### src/rtl/cp0_exc_ctrl.sv
// rtl/cp0_exc_ctrl.sv - CP0 exception/interrupt/ERET sequencer at the commit stage
//
// Arbitrates interrupt > exception > ERET on a valid commit, then runs a
// fixed three-state sequence: IDLE -> WRITE (one CP0 write cycle, flush) ->
// REDIRECT (one-cycle PC redirect) -> IDLE.
//
// Ports:
//   clk, rst                 clock, asynchronous active-high reset
//   commit_*                 committing instruction: valid, pc, delay-slot flag
//   exc_valid/code/badvaddr  synchronous exception raised by that instruction
//   eret_valid               committing instruction is ERET
//   hw_int, timer_int, sw_int  interrupt sources forming Cause.IP
//   status_in, epc_in        current CP0 Status and EPC
//   cp0_we                   per-register write enables (8 BadVAddr, 12 Status,
//                            13 Cause, 14 EPC), asserted only in WRITE
//   cp0_epc .. cp0_ie        write data for the CP0 fields
//   flush, stall             pipeline control
//   redirect_valid/pc        single-cycle fetch redirect
//   int_pending              combinational enabled-interrupt indication
module cp0_exc_ctrl #(
    parameter int                 WIDTH      = 32,
    parameter logic [WIDTH-1:0]   EXC_VECTOR = 32'hBFC00380
) (
    input  logic             clk,
    input  logic             rst,
    input  logic             commit_valid,
    input  logic [WIDTH-1:0] commit_pc,
    input  logic             commit_bd,
    input  logic             exc_valid,
    input  logic [4:0]       exc_code,
    input  logic [WIDTH-1:0] exc_badvaddr,
    input  logic             eret_valid,
    input  logic [5:0]       hw_int,
    input  logic             timer_int,
    input  logic [1:0]       sw_int,
    input  logic [WIDTH-1:0] status_in,
    input  logic [WIDTH-1:0] epc_in,
    output logic [WIDTH-1:0] cp0_we,
    output logic [WIDTH-1:0] cp0_epc,
    output logic [WIDTH-1:0] cp0_badvaddr,
    output logic [4:0]       cp0_exc_code,
    output logic             cp0_bd,
    output logic [7:0]       cp0_int_en,
    output logic             cp0_exl,
    output logic             cp0_ie,
    output logic             flush,
    output logic             stall,
    output logic             redirect_valid,
    output logic [WIDTH-1:0] redirect_pc,
    output logic             int_pending
);

    typedef enum logic [1:0] {
        IDLE     = 2'd0,
        WRITE    = 2'd1,
        REDIRECT = 2'd2
    } state_t;

    state_t state;
    state_t state_next;

    logic             eret_q;
    logic [4:0]       code_q;
    logic [WIDTH-1:0] pc_q;
    logic             bd_q;
    logic [WIDTH-1:0] badvaddr_q;
    logic [7:0]       im_q;
    logic             ie_q;
    logic             exl_q;
    logic [WIDTH-1:0] epc_q;

    logic [7:0] ip;
    logic       hit;

    // Only IE, EXL and IM of Status matter here.
    logic unused_status;
    assign unused_status = ^{status_in[WIDTH-1:16], status_in[7:2]};

    // Timer shares IP7 with the top hardware line.
    assign ip          = {hw_int[5] | timer_int, hw_int[4:0], sw_int};
    assign int_pending = status_in[0] & ~status_in[1] & (|(ip & status_in[15:8]));
    assign hit         = commit_valid & (int_pending | exc_valid | eret_valid);

    always_ff @(posedge clk or posedge rst) begin
        if (rst) begin
            state <= IDLE;
        end else begin
            state <= state_next;
        end
    end

    always_ff @(posedge clk or posedge rst) begin
        if (rst) begin
            eret_q     <= 1'b0;
            code_q     <= '0;
            pc_q       <= '0;
            bd_q       <= 1'b0;
            badvaddr_q <= '0;
            im_q       <= '0;
            ie_q       <= 1'b0;
            exl_q      <= 1'b0;
            epc_q      <= '0;
        end else if (state == IDLE && hit) begin
            // Interrupt outranks exception, which outranks ERET.
            eret_q     <= ~int_pending & ~exc_valid;
            code_q     <= (~int_pending & exc_valid) ? exc_code : 5'd0;
            pc_q       <= commit_pc;
            bd_q       <= commit_bd;
            badvaddr_q <= exc_badvaddr;
            im_q       <= status_in[15:8];
            ie_q       <= status_in[0];
            exl_q      <= status_in[1];
            epc_q      <= epc_in;
        end
    end

    always_comb begin
        state_next     = state;
        cp0_we         = '0;
        flush          = 1'b0;
        stall          = 1'b0;
        redirect_valid = 1'b0;
        redirect_pc    = '0;
        case (state)
            IDLE: begin
                if (hit) begin
                    state_next = WRITE;
                end
            end
            WRITE: begin
                flush      = 1'b1;
                stall      = 1'b1;
                cp0_we[12] = 1'b1;
                if (!eret_q) begin
                    cp0_we[13] = 1'b1;
                    // A nested exception must keep the original EPC.
                    cp0_we[14] = ~exl_q;
                    // Interrupts latch code 0, so BadVAddr is only written for AdEL/AdES.
                    cp0_we[8]  = (code_q == 5'd4) || (code_q == 5'd5);
                end
                state_next = REDIRECT;
            end
            REDIRECT: begin
                stall          = 1'b1;
                redirect_valid = 1'b1;
                redirect_pc    = eret_q ? epc_q : EXC_VECTOR;
                state_next     = IDLE;
            end
            default: begin
                state_next = IDLE;
            end
        endcase
    end

    assign cp0_epc      = pc_q;
    assign cp0_badvaddr = badvaddr_q;
    assign cp0_exc_code = code_q;
    assign cp0_bd       = bd_q;
    assign cp0_int_en   = im_q;
    assign cp0_ie       = ie_q;
    assign cp0_exl      = (state == WRITE) & ~eret_q;

endmodule

### config.mk
export PLATFORM = sky130hd
export DESIGN_NAME = cp0_exc_ctrl
export DESIGN_NICKNAME = d
export VERILOG_FILES = /design/src/rtl/cp0_exc_ctrl.sv
export SDC_FILE = /design/constraint.sdc
export NUM_CORES = 1
export LEC_CHECK = 0
export BUFFER_PORTS_ARGS = -buffer_cell sky130_fd_sc_hd__clkbuf_2
export CAP_MARGIN = 20
export CORE_ASPECT_RATIO = 0.7
export CORE_MARGIN = 2
export CORE_UTILIZATION = 48
export DETAILED_ROUTE_END_ITERATION = 8
export GPL_TIMING_DRIVEN = 0
export MAX_ROUTING_LAYER = met4
export PLACE_DENSITY = 0.9
export SKIP_LAST_GASP = 1
export SLEW_MARGIN = 20
export SYNTH_ARGS = -nofsm -noshare
export SYNTH_HDL_FRONTEND = slang
export SYNTH_SLANG_ARGS = --single-unit
### constraint.sdc
create_clock -name clk -period 9.05 [get_ports clk]
set_input_delay 2.2625 -clock clk [delete_from_list [all_inputs] [get_ports clk]]
set_output_delay 2.2625 -clock clk [all_outputs]
set_load 0.02 [all_outputs]
Word-level counts from Yosys, hierarchy flattened
Index checks and enable logic that the tools add are counted.
{ "totals": {"register_bits": 115, "inputBits": 148, "wordCells": 47, "output_inout_bits": 148} }
{ "classes": {"n_mux": 12, "eq_ne": 5, "reduce_logical": 5, "n_bitwise": 15} }
{ "op_table": {"columns": ["operator", "count"], "rows": [
  ["32-bit 2-to-1 mux", 2],
  ["5-bit by 3-bit equality test with 1-bit output, second input constant", 2],
  ["8-bit bitwise AND", 1],
  ["8-bit OR reduction", 1],
  ["1-bit bitwise AND", 6],
  ["1-bit 2-to-1 mux", 5],
  ["5-bit 2-to-1 mux", 1],
  ["1-bit inverter", 5],
  ["2-bit 2-to-1 mux", 2],
  ["2-bit case mux with 2 select lines", 1],
  ["3-bit 2-to-1 mux", 1],
  ["1-bit OR", 3],
  ["2-bit by 1-bit equality test with 1-bit output, second input constant", 1],
  ["2-bit equality test, second input constant", 1],
  ["2-bit zero test", 1],
  ["2-bit inequality test, second input constant", 1],
  ["2-bit OR reduction", 1],
  ["1-bit logical AND", 1],
  ["1-bit logical OR", 1]
]} }

Logic depth before layout (Yosys ltp)
{ "logic_depth": {"depth_word": 9, "mapped_depth": 7, "depth_no_buf": 6} }

Worst setup path before layout
OpenSTA, ideal clock, no wires.
{ "synth_timing": {"path_type": "input -> output", "from": "input port hw_int[0]", "to": "output port int_pending", "setup_slack_ns": 3.436, "n_path_buf": 1, "required_time_ns": 6.787, "t_arrival_ns": 3.352, "stages": 4, "cell_sequence": "a222oi_1 > and3_1 > clkbuf_1 > a21boi_0"} }
{ "synth_via": {"elab_chain_len": 3} }
{ "synth_rtl": {"columns": ["element", "line", "text"], "rows": [
  ["start, declared", "33", "input logic [5:0] hw_int,"],
  ["8-bit bitwise AND", "81", "assign int_pending = status_in[0] & ~status_in[1] & (|(ip & status_in[15:8]));"],
  ["8-bit OR reduction", "81", null],
  ["1-bit bitwise AND", "81", null],
  ["end, declared", "50", "output logic int_pending"]
]} }
No other way between the ends.

Worst setup path after layout
{ "layout_timing": {"from": "input port status_in[12]", "to": "output port int_pending"} }
{ "layout_via": {"elab_chain_len": 3} }
{ "layout_rtl": {"columns": ["element", "line", "text"], "rows": [
  ["start, declared", "36", "input logic [WIDTH-1:0] status_in,"],
  ["8-bit bitwise AND", "81", null],
  ["8-bit OR reduction", "81", null],
  ["1-bit bitwise AND", "81", null]
]} }
No other way between the ends.

==> PnR_summary.wiki <==
{| class="wikitable"
! Metric !! Value
|-
| Register bit count reported by yosys || 115
|-
| Sum of net half-perimeters after detailed placement || 10400 um
|-
| Pre-CTS WS || 3.11 ns
|-
| Cell mode on critical path || sky130_fd_sc_hd__clkbuf_2
|-
| Overall Power || 2.85 mW
|-
| Non-filler cells in the finished layout || ~820
|-
| R2R cell count || 7
|-
| Unrepaired setup endpoints after global routing || no
|-
| Final Hold Violating Endpoints || 0
|-
| Max-capacitance violation count || 0
|-
| CTS HTree Levels || 4
|-
| Endpoint kind of the worst setup timing path || primary output
|-
| Count of routing violations after the opening detailed-route iteration || 85
|-
| DR DRC count || 0
|-
| CTS Root Cell || sky130_fd_sc_hd__clkbuf_16
|-
| Area share of the leading cell type in the synthesized netlist || a little over half
|-
| Count of cells along the worst hold path || 1
|-
| TNS Setup || 0 ns
|-
| Worst hold slack || 0.500 ns
|-
| Total power density per cell area || between 300 and 400 nW/um2
|-
| Number of global-route vias before repair || about 4100
|-
| Top cell types by occurrence after synthesis || 115 x sky130_fd_sc_hd__dfrtp_1, 69 x sky130_fd_sc_hd__mux2_4, 43 x sky130_fd_sc_hd__mux2_2, 35 x sky130_fd_sc_hd__buf_4, 21 x sky130_fd_sc_hd__and3_1
|-
| CP Class || input pin to primary output
|-
| Post-layout nets || 806
|-
| Cell with the most instances after synthesis || sky130_fd_sc_hd__dfrtp_1
|-
| Final critical-path share of the clock period || 66.1%
|-
| Maximum clock insertion buffer count || 2
|-
| Detailed-route via count || 3919
|-
| Register-to-register setup slack || 7.06 ns
|-
| Syn Area/Cell || 14.9 um2
|-
| Post-CTS Setup Repair Bufs || 0
|-
| TritonCTS buffer count || 17
|-
| Post-Syn Area || 5430 um2
|-
| Transition time of the tightest slew-check pin || 0.620 ns
|-
| Post-synthesis cell count || roughly 360
|-
| Slowest stage delay, CP || approximately 0.37 ns
|-
| Clk_lat worst skew || 0.40 ns
|-
| Area of the core || 11000 um2
|-
| RD Place Congestion || 0.830
|-
| Worst min path class || flop to flop
|-
| Outcome || completed
|-
| First-pass DRT Iterations || 6
|-
| Worst Clk Skew || 0.00690 ns
|-
| Overall track demand over capacity in global routing || 23.4%
|-
| CTS tree || yes
|-
| Maximum fanout along the worst path || 10
|-
| Dpl cells || 789
|-
| Slowest stage cell on the critical path || sky130_fd_sc_hd__clkbuf_1
|-
| Gates resized, CTS repair || 0
|-
| Via density per instance || roughly 4.8
|-
| Final antenna diode count || 0
|-
| X dimension of the die || 131 um
|-
| Ordered list of cells on the worst path || clkbuf_2 > a222oi_1 > and3_1 > clkbuf_1 > a21boi_0 > clkbuf_2
|-
| Critical register-to-register path endpoint || epc_q[25]$_DFFE_PP0P_
|-
| Yosys top cell by area || sky130_fd_sc_hd__dfrtp_1
|-
| Max Slew Vio Count || 0
|-
| Area post-placement || 6970 um2
|-
| Area growth syn-to-layout || 38.5%
|-
| FF-to-FF Start || state[0]$_DFFE_PP0P_
|-
| Worst-case vdd ir drop || 0.000251 V
|-
| Total clock sinks || 115
|-
| Worst Path Required || 6.79 ns
|-
| Detail Route Antenna Nets || 0
|-
| Dominant synthesized flop cell || sky130_fd_sc_hd__dfrtp_1
|-
| First-pass GRT wire length || about 21000 um
|-
| Worst Hold Endpoint || epc_q[13]$_DFFE_PP0P_
|-
| Count of port buffers added during placement || 244
|-
| Post-detailed-routing wire length || 13800 um
|-
| Pin count of the biggest net entering global routing || 67
|-
| Number of synthesized flops with an enable pin || 0
|-
| Static Leakage || ~4 nW
|-
| Proportion of layout cells with a drive suffix above 1 || between 60% and 70%
|-
| Final setup slack of the worst path || 3.07 ns
|-
| Slew HR || just under 60%
|-
| DIE AREA || around 12000 um2
|-
| Clock-pin slew on the worst setup and hold paths || 0.05 ns
|-
| Final period demand of the worst path || 5.98 ns
|-
| Total of endpoints with negative setup slack in the final report || 0
|-
| Fraction of the yosys area taken by sequential cells || 53.0%
|-
| Hold buffer count at cts || 0
|-
| Initial core utilization || between 40% and 50%
|-
| Post-Layout Inst Area || ~7500 um2
|-
| Initial antenna violation count || 0
|-
| Die Span Y || around 93 um
|-
| Routed wirelength normalized by instance count || between 15 and 20 um
|-
| Startpoint of the lowest-slack hold path || epc_q[13]$_DFFE_PP0P_
|-
| Worst endpoint data arrival time || 3.72 ns
|-
| Kind of start point of the critical path || input pin
|-
| Number of placement rows || 32
|-
| Total of warnings raised by yosys || 0
|-
| Fraction of registers with async set/reset || 100%
|-
| Max Fclk || about 170 MHz
|-
| Number of placed I/O pins || around 300
|-
| Overflow left after global routing || 0
|-
| Count of unique library cells instantiated by Yosys || 34
|-
| Leading post-synthesis cells by cell area || sky130_fd_sc_hd__dfrtp_1 53%, sky130_fd_sc_hd__mux2_4 19%, sky130_fd_sc_hd__mux2_2 8.9%
|-
| Final core utilization || 68.3%
|}
state kept, by name, indices dropped and copies added, names as in the netlist:
signal and cells:
cp0_badvaddr 32, cp0_epc 32, epc_q 32, cp0_int_en 8, cp0_exc_code 5, state 2, cp0_bd 1, cp0_ie 1
eret_q 1, exl_q 1
placed cells by master, fill, tap and decap left out, types with 2 or more instances in the layout:
cell type                      n
sky130_fd_sc_hd__buf_12        7
sky130_fd_sc_hd__clkbuf_1      9
sky130_fd_sc_hd__o2bb2ai_1     5
sky130_fd_sc_hd__nand2_1       8
sky130_fd_sc_hd__and3_1       21
sky130_fd_sc_hd__ha_1          3
sky130_fd_sc_hd__clkbuf_2    244
sky130_fd_sc_hd__mux2_2       43
sky130_fd_sc_hd__mux2_4       69
sky130_fd_sc_hd__nor2_1        4
sky130_fd_sc_hd__buf_4        35
sky130_fd_sc_hd__conb_1       28
sky130_fd_sc_hd__a21oi_1       2
sky130_fd_sc_hd__o21a_1       13
sky130_fd_sc_hd__clkbuf_8      4
sky130_fd_sc_hd__nor3_1        6
sky130_fd_sc_hd__clkinv_2      5
sky130_fd_sc_hd__inv_1         6
sky130_fd_sc_hd__clkinvlp_4    4
sky130_fd_sc_hd__dfrtp_1     115
sky130_fd_sc_hd__clkbuf_16    17
worst max-delay path: cells and delay by family:
family | cells | cell delay [ns]
buffers and inverters | 3 | 0.66
AOI/OAI and AO/OA | 2 | 0.48
and+or+nand+nor | 1 | 0.33
layer usage:
metal / share of wire [%] / track usage [%] / up-vias
met5: 0 / - / -
met4: 1.8 / 7.36 / 0
met3: 6.5 / 5.49 / 24
met2: 50 / 38.9 / 180
met1: 41 / 28.4 / 1910
li1: - / - / 1805
final cells by class:
type / instances / area (um2)
Fill cell: 773 / 3490
Multi-Input combinational cell: 218 / 2180
Timing Repair Buffer: 245 / 1250
Buffer: 51 / 449
Clock buffer: 23 / 488
Clock inverter: 9 / 55.1
Inverter: 7 / 31.3
Sequential cell: 115 / 2880
Tap cell: 153 / 191
worst max-delay path by stage:
stage                        from  slack [ns]                 endpoint
floorplan               hw_int[0]        3.44              int_pending
global placement              rst        2.68  cp0_epc[19]$_DFFE_PP0P_
detailed placement  status_in[10]        3.11              int_pending
CTS                 status_in[10]        3.09              int_pending
global route        status_in[12]        2.96              int_pending
finish              status_in[12]        3.07              int_pending
report_power, final:
part,internal (mW),total (mW),switching [mW]
registers,0.780,0.937,0.158
clock network,0.376,0.603,0.226
logic,0.620,1.31,0.685
total,1.78,2.85,1.07
kinds of logic after synthesis:
logic type,share of synthesized area [%]
compound gates,4.66
other cells,0.0691
simple gates,4.61
flops,53.0
mux,28.2
buf+inv,8.76
fa+ha+maj,0.692
(Power assumes the default switching activity.)
